## src/rtl/timer_pulse_cnt_if.sv

```systemverilog
// Control/status bundle between the timer and its register/interrupt block.
// Latency: none, wires only.
// Backpressure: none; tick and strobes are single-cycle, status is level.
interface timer_pulse_cnt_if #(
  parameter int WD = 16
);
  logic          pulse_1us_i;
  logic          cfg_enable;
  logic          cfg_mode;
  logic [WD-1:0] cfg_load;
  logic          cfg_start;
  logic          int_clr;
  logic [WD-1:0] timer_cnt_o;
  logic          timer_busy_o;
  logic          timer_expire_o;
  logic          timer_int_o;

  // Drives configuration and tick, observes timer status.
  modport master (
    output pulse_1us_i, cfg_enable, cfg_mode, cfg_load, cfg_start, int_clr,
    input  timer_cnt_o, timer_busy_o, timer_expire_o, timer_int_o
  );

  // The timer itself.
  modport slave (
    input  pulse_1us_i, cfg_enable, cfg_mode, cfg_load, cfg_start, int_clr,
    output timer_cnt_o, timer_busy_o, timer_expire_o, timer_int_o
  );
endinterface

```

## src/rtl/timer_pulse_cnt.sv

```systemverilog
// Down-counting 1 us timer, one-shot or periodic; load N gives N+1 ticks.
// Latency: expire/int visible one clk after the edge sampling the terminal tick.
// Backpressure: none; every high cycle of pulse_1us_i is consumed as a tick.
module timer_pulse_cnt #(
  parameter int WD = 16
) (
  input  logic               clk,
  input  logic               reset,
  timer_pulse_cnt_if.slave   tif
);

  typedef enum logic [1:0] {
    IDLE = 2'd0,
    RUN  = 2'd1,
    DONE = 2'd2
  } state_t;

  state_t        state, state_nxt;
  logic [WD-1:0] cnt, cnt_nxt;
  logic          busy;
  logic          expire, expire_nxt;
  logic          int_flag, int_nxt;

  // State register and registered outputs; reset clears everything at once.
  always_ff @(posedge clk or posedge reset) begin
    if (reset) begin
      state    <= IDLE;
      cnt      <= '0;
      busy     <= 1'b0;
      expire   <= 1'b0;
      int_flag <= 1'b0;
    end else begin
      state    <= state_nxt;
      cnt      <= cnt_nxt;
      busy     <= (state_nxt == RUN);
      expire   <= expire_nxt;
      int_flag <= int_nxt;
    end
  end

  // Next-state logic: disable overrides all, start overrides tick, expire set beats int_clr.
  always_comb begin
    state_nxt  = state;
    cnt_nxt    = cnt;
    expire_nxt = 1'b0;
    int_nxt    = int_flag & ~tif.int_clr;

    if (!tif.cfg_enable) begin
      state_nxt = IDLE;
      cnt_nxt   = '0;
    end else begin
      unique case (state)
        IDLE, DONE: begin
          if (tif.cfg_start) begin
            state_nxt = RUN;
            cnt_nxt   = tif.cfg_load;
          end
        end
        RUN: begin
          if (tif.cfg_start) begin
            cnt_nxt = tif.cfg_load;
          end else if (tif.pulse_1us_i) begin
            if (cnt != '0) begin
              cnt_nxt = cnt - 1'b1;
            end else begin
              expire_nxt = 1'b1;
              int_nxt    = 1'b1;
              if (tif.cfg_mode) begin
                cnt_nxt = tif.cfg_load;
              end else begin
                state_nxt = DONE;
                cnt_nxt   = '0;
              end
            end
          end
        end
        default: begin
          state_nxt = IDLE;
          cnt_nxt   = '0;
        end
      endcase
    end
  end

  assign tif.timer_cnt_o    = cnt;
  assign tif.timer_busy_o   = busy;
  assign tif.timer_expire_o = expire;
  assign tif.timer_int_o    = int_flag;

endmodule

```

## src/flat_wrapper.sv

```systemverilog
// flat-port wrapper written by rule: the top's interface ports become plain ports
module timer_pulse_cnt_flat 
#(
  parameter int WD = 16
)
  (clk, reset, tif_pulse_1us_i, tif_cfg_enable, tif_cfg_mode, tif_cfg_load, tif_cfg_start, tif_int_clr, tif_timer_cnt_o, tif_timer_busy_o, tif_timer_expire_o, tif_timer_int_o);
  timer_pulse_cnt_if #(.WD(WD)) tif_i ();
  input  logic clk;
  input  logic reset;
  input wire logic [$bits(tif_i.pulse_1us_i)-1:0] tif_pulse_1us_i;
  input wire logic [$bits(tif_i.cfg_enable)-1:0] tif_cfg_enable;
  input wire logic [$bits(tif_i.cfg_mode)-1:0] tif_cfg_mode;
  input wire logic [$bits(tif_i.cfg_load)-1:0] tif_cfg_load;
  input wire logic [$bits(tif_i.cfg_start)-1:0] tif_cfg_start;
  input wire logic [$bits(tif_i.int_clr)-1:0] tif_int_clr;
  output wire logic [$bits(tif_i.timer_cnt_o)-1:0] tif_timer_cnt_o;
  output wire logic [$bits(tif_i.timer_busy_o)-1:0] tif_timer_busy_o;
  output wire logic [$bits(tif_i.timer_expire_o)-1:0] tif_timer_expire_o;
  output wire logic [$bits(tif_i.timer_int_o)-1:0] tif_timer_int_o;
  assign tif_i.pulse_1us_i = tif_pulse_1us_i;
  assign tif_i.cfg_enable = tif_cfg_enable;
  assign tif_i.cfg_mode = tif_cfg_mode;
  assign tif_i.cfg_load = tif_cfg_load;
  assign tif_i.cfg_start = tif_cfg_start;
  assign tif_i.int_clr = tif_int_clr;
  assign tif_timer_cnt_o = tif_i.timer_cnt_o;
  assign tif_timer_busy_o = tif_i.timer_busy_o;
  assign tif_timer_expire_o = tif_i.timer_expire_o;
  assign tif_timer_int_o = tif_i.timer_int_o;
  timer_pulse_cnt #(.WD(WD)) u_core (.clk(clk), .reset(reset), .tif(tif_i));
endmodule
```

## config.mk

```make
export PLATFORM = sky130hd
export DESIGN_NAME = timer_pulse_cnt_flat
export DESIGN_NICKNAME = d
export VERILOG_FILES = /design/src/rtl/timer_pulse_cnt_if.sv /design/src/rtl/timer_pulse_cnt.sv /design/src/flat_wrapper.sv
export SDC_FILE = /design/constraint.sdc
export NUM_CORES = 1
export LEC_CHECK = 0
export CORE_ASPECT_RATIO = 0.9
export CORE_UTILIZATION = 35
export CTS_CLUSTER_DIAMETER = 50
export DETAILED_ROUTE_END_ITERATION = 10
export PLACE_DENSITY_LB_ADDON = 0.25
export SYNTH_ARGS = -nofsm -noshare
export SYNTH_HDL_FRONTEND = slang
export SYNTH_SLANG_ARGS = --single-unit
```

## constraint.sdc

```tcl
create_clock -name clk -period 2 [get_ports clk]
set_clock_uncertainty 0.15 [all_clocks]
set_input_delay 0.4 -clock clk [delete_from_list [all_inputs] [get_ports clk]]
set_output_delay 0.4 -clock clk [all_outputs]
set_load 0.05 [all_outputs]
```

### Word-level counts from Yosys, hierarchy flattened

Cells that the tools add are included.

* register bits: 21
* bits of input ports: 23
* output and inout bits: 19
* word-level logic and storage cells: 41

* add/subtract/negate cells: 1
* equal/unequal tests: 5
* multiplexer cells: 24
* bitwise operators: 2
* reductions and logical operators: 4

Operators by type and width (count)
* 16-bit 2-to-1 mux: 6
* 16-bit case mux with 2 select lines: 1
* 16-bit nonzero test: 1
* 16-bit by 1-bit subtractor with 16-bit output, second input constant: 1
* 2-bit 2-to-1 mux: 6
* 1-bit 2-to-1 mux: 10
* 2-bit by 1-bit == test with 1-bit output, second input constant: 2
* 4-bit != test, second input constant: 1
* 2-bit case mux with 2 select lines: 1
* 3-bit != test, second input constant: 1
* 2-bit == test, second input constant: 1
* 2-bit logical NOT: 1
* 2-bit AND reduction: 1
* 2-bit OR reduction: 1
* 1-bit bitwise AND: 1
* 1-bit inverter: 1

### Logic depth before layout (Yosys ltp)

* depth in word-level cells: 7
* mapped depth: 9
* gate-level depth less buffers: 7

### Worst setup path before layout

OpenSTA, ideal clock, no wires.

* path type: register to register
* start point: reg u_core.cnt[0], in the netlist u_core.tif.timer_cnt_o[0]
* end point: reg u_core.cnt[6], in the netlist u_core.tif.timer_cnt_o[6]
* setup time: 0.127 ns
* arrival time: 2.303 ns
* data required time: 1.723 ns
* setup slack: -0.580 ns
* cell stages (with the launch flop): 9
* buffers on the path: 2
* clock period less this slack: 2.580 ns
* path through: dfrtp_1 inv_1 ha_1 nor4b_2 and4_1 buf_2 a22o_1 buf_2 a221o_2

* longest elaborated chain between the ends: 6
* elaborated cells on any way between the ends: 7
* those cells by class: add/sub (1); mux (5); reduce/logical (1)

Ends and longest elaborated chain
* start, declared: RTL line timer_pulse_cnt.sv:19 `logic [WD-1:0] cnt, cnt_nxt;`
* start signal, assigned: RTL line timer_pulse_cnt.sv:34 `cnt <= cnt_nxt;`
* 16-bit by 1-bit subtractor with 16-bit output / 16-bit nonzero test (equally long branches): RTL line timer_pulse_cnt.sv:64, timer_pulse_cnt.sv:63
* 16-bit 2-to-1 mux (*): RTL line timer_pulse_cnt.sv:63 `if (cnt != '0) begin`
* 16-bit 2-to-1 mux (*): RTL line timer_pulse_cnt.sv:62 `end else if (tif.pulse_1us_i) begin`
* 16-bit 2-to-1 mux (*): RTL line timer_pulse_cnt.sv:60 `if (tif.cfg_start) begin`
* 16-bit case mux with 2 select lines (*): RTL line timer_pulse_cnt.sv:52 `unique case (state)`
* 16-bit 2-to-1 mux (*): RTL line timer_pulse_cnt.sv:48 `if (!tif.cfg_enable) begin`

Every way passes the cells marked *; elsewhere a longest branch is shown, timed or not. The select of a mux whose other input is x is not followed.
A chain may end at the register's enable or synchronous reset.

### Worst setup path in the final report

* start point: reg u_core.cnt[0], in the netlist u_core.tif.timer_cnt_o[0]
* end point: reg u_core.cnt[10], in the netlist u_core.tif.timer_cnt_o[10]

Same word-level chain as after synthesis.

==> flow_summary_export.csv <==
group,metric,value,unit
power_and_ir_drop,clkPwrFrac,0.185,
route,drcViolationCount,0,
power_and_ir_drop,total_power,1.61,mW
global_routing,grt_max_degree,22,
sta,relSlewSlack,0.722,
synth,syn-cell-area,0.00134,mm²
critical_path,crit_family,"simple AND/OR/NAND/NOR gates",
place,dp_worst_setup_slack,-0.276,ns
critical_path,cp-start-kind,"flip-flop",
global_routing,antenna_found_initial,0,
place,place.gp.congestion,0.891,
power_and_ir_drop,combPwrFrac,0.503,
cts,root_buffer,"clkbuf_8",
global_routing,use_met1,0.340,
critical_path,crit_path_cell_trace,"inv_4, ha_4, nor4b_4, and4_4, nor2_1, buf_4, a21o_1, a221o_1",
layout,n_antenna_cell,0,
synth,synth_area_per_cell,8.77,µm²
sta,fin_ws,-0.151,ns
critical_path,cp_slowest_cell,"dfrtp_2",
critical_path,cp.required,2.01,ns
route,num_vias,1686,
power_and_ir_drop,cellLeakagePower,1.11,nW
global_routing,grt-ovfl-total,0,
layout,final_util,0.709,
critical_path,rr_endpoint,"u_core.tif.timer_cnt_o[10]",
cts,cts_tree,"done",
hold_path,hp-class,"input port to asynchronous set/reset pin",
status,violations,"setup timing",
global_routing,grtUsageTotal,0.263,
critical_path,endpoint_kind,"flip-flop",
critical_path,max_stage_delay,0.45,ns
layout,fillers,271,
critical_path,path_class,"flip-flop to flip-flop",
cts,cts_buffer_depth,2,
global_routing,grt_pass1_vias,1583,
power_and_ir_drop,switching_share,0.387,
layout,areaGrowthSynthToFinish,86.4,%
sta,period_share,1.08,
status,status,"finished, violations left",
place,dp_cells,284,
layout,fin_area,0.00250,mm²
global_routing,grt_pass1_wl,7790,µm
synth,netlist_instances,153,
cts,cts_buffers,3,
route,drtAntennaViolNets,0,
route,wl_per_cell,17.4,µm
die,die_w,67.3,µm
cts,clkSinkCount,21,
sta,max_freq,465,MHz
synth,ys_warn_count,0,
sta,grt_setup_unrepaired,"yes",
synth,synth-edff-count,0,
die,dieArea,0.00409,mm²
synth,ys.flop_type,"dfrtp_1",
die,die_h,60.8,µm
cts,clk_pin_slew,0.09,ns
place,dp_hpwl,3560,µm
layout,layoutNonFillerInstCount,298,
sta,whs,0.310,ns
route,viasPerCell,5.66,
sta,finalSetupTns,-0.841,ns
sta,finalSetupViolations,13,
layout,layout-drive-gt1-share,0.504,
route,drt_iter0_drc,99,
critical_path,r2r_cells,8,
cts,h-tree-depth,1,
synth,postSynth.asyncResetShare,1.00,
synth,seq_area_frac_synth,0.391,
route,drt_first_pass_iters,4,
sta,slew_violations,0,
critical_path,crit_arrival,2.16,ns
die,core_area,0.00353,mm²
power_and_ir_drop,p_int,0.986,mW
power_and_ir_drop,switchingPower,0.623,mW
die,ioPinCount,42,
place,dpl-instance-area,0.00220,mm²
global_routing,top_usage_layer,"met2",
die,start_util,0.380,
sta,hold_viol,0,
place,io_buffers,41,
layout,finalNetCount,280,
synth,ys_ff_latch,21,
run,cap_violations,0,
route,drt_wl_total,5180,µm
synth,synth_cell_types,42,
die,fp-row-count,20,
power_and_ir_drop,seq_power_share,0.312,
critical_path,path_buf_inv,2,
global_routing,use_met3,0.0489,
power_and_ir_drop,peakVddDrop,0.000410,V
sta,fin_crit,2.15,ns
sta,tightestPinTransition,0.413,ns
global_routing,use_met2,0.460,
critical_path,path_max_fanout,4,
power_and_ir_drop,p_per_area,643,mW/mm²
critical_path,regToRegStartpoint,"u_core.tif.timer_cnt_o[0]",
cts,clk_latency,0.27,ns
critical_path,r2r_setup_slack,-0.15,ns
synth,synth_nets,178,
[cell usage after synthesis, types with 4 or more instances]
| master | instances | area share |
|---|---|---|
| dfrtp_1 | 21 | 0.39 |
| nor2b_1 | 4 | 0.019 |
| nand3_1 | 4 | 0.015 |
| nand2_1 | 13 | 0.036 |
| inv_1 | 9 | 0.025 |
| nor3b_1 | 4 | 0.022 |
| nor3_1 | 5 | 0.019 |
| a21oi_1 | 8 | 0.030 |
| a221o_1 | 8 | 0.060 |
| nor4_1 | 6 | 0.028 |
| nor2_1 | 12 | 0.034 |
| o21ai_0 | 14 | 0.052 |
[cells in the final DEF, fill, tap and decap left out, types with 2 or more instances in the layout]
cell type	synthesis	routed
nand2b_1	2	2
a21o_1	3	3
inv_4	0	2
nand4_1	2	2
a21oi_1	8	2
nor2b_1	4	4
a211oi_1	2	2
nor4_2	1	2
buf_4	1	72
or4_4	1	2
nand4b_1	2	2
nor4b_4	0	2
buf_6	0	9
nor2_1	12	10
nor4_1	6	2
nand3_1	4	3
nand3b_1	3	3
clkbuf_8	0	3
nor3_1	5	5
a221o_1	8	8
o21ai_0	14	6
dfrtp_1	21	12
clkdlybuf4s50_1	0	22
a22o_1	3	2
nor3b_1	4	2
nor4_4	0	3
nand2_1	13	11
inv_1	9	7
ha_4	0	2
o21ai_1	0	7
a21oi_2	0	5
dfrtp_2	0	9
[power by group through the flow]
stage / clock, mW / sequential [mW] / combinational, mW
after floorplan: 0 / 0.629 / 0.235
after global placement: 0 / 0.505 / 0.650
after detailed placement: 0 / 0.508 / 0.663
after CTS: 0.296 / 0.501 / 0.743
after global routing: 0.324 / 0.507 / 0.853
final: 0.297 / 0.502 / 0.809
[layer usage]
metal / vias to the layer above / wire [µm]
li1: 787 / -
met5: - / 0
met3: 14 / 240
met4: 0 / 127
met2: 60 / 2580
met1: 825 / 2230
[tightest hold or removal path, cell delays in order]
cell	delay [ns]
clkdlybuf4s50_1	0.40
inv_1	0.05
buf_4	0.28
[state kept, by name, summed over array words and instances (netlist names)]
name,count
u_core.tif.timer_cnt_o,16
u_core.tif.timer_busy_o,1
u_core.state,2
u_core.tif.timer_int_o,1
u_core.tif.timer_expire_o,1
[repair_timing]
| action | CTS | global route |
|---|---|---|
| resized for setup | 28 | 20 |
| buffers inserted | 8 | 2 |
| setup endpoints to repair | 15 | 19 |
| cloned | 0 | 0 |
| hold buffers | 0 | 0 |
| pin swaps | 4 | 17 |
[logic make-up after synthesis]
| family | share of synthesized area |
|---|---|
| AND/OR/NAND/NOR | 0.282 |
| AO/OA/AOI/OAI | 0.252 |
| flip-flops | 0.391 |
| buffers and inverters | 0.0485 |
| adder cells (fa/ha/maj) | 0.0186 |
| multiplexers | 0.00746 |
[area by class of cell]
class	instances	area [µm²]	area share
clock inverters	1	5.00	0.00200
well taps	44	55.1	0.0220
multi-input cells	117	963	0.385
inverters	9	38.8	0.0155
repair buffers	103	862	0.345
flip-flops and latches	21	537	0.215
clock buffers	3	41.3	0.0165
[how the worst max path moves through the flow]
stage | start | end | slack (ns) | cells past startpoint
detailed placement | tif_pulse_1us_i | u_core.tif.timer_cnt_o[1] | -0.28 | 5
global placement | tif_pulse_1us_i | u_core.tif.timer_cnt_o[1] | -0.29 | 5
finish | u_core.tif.timer_cnt_o[0] | u_core.tif.timer_cnt_o[10] | -0.15 | 8
CTS | u_core.tif.timer_cnt_o[0] | u_core.tif.timer_cnt_o[10] | -0.09 | 7
global route | u_core.tif.timer_cnt_o[1] | u_core.tif.timer_cnt_o[8] | -0.24 | 9
floorplan | u_core.tif.timer_cnt_o[0] | u_core.tif.timer_cnt_o[6] | -0.19 | 8
(Power assumes the default switching activity.)
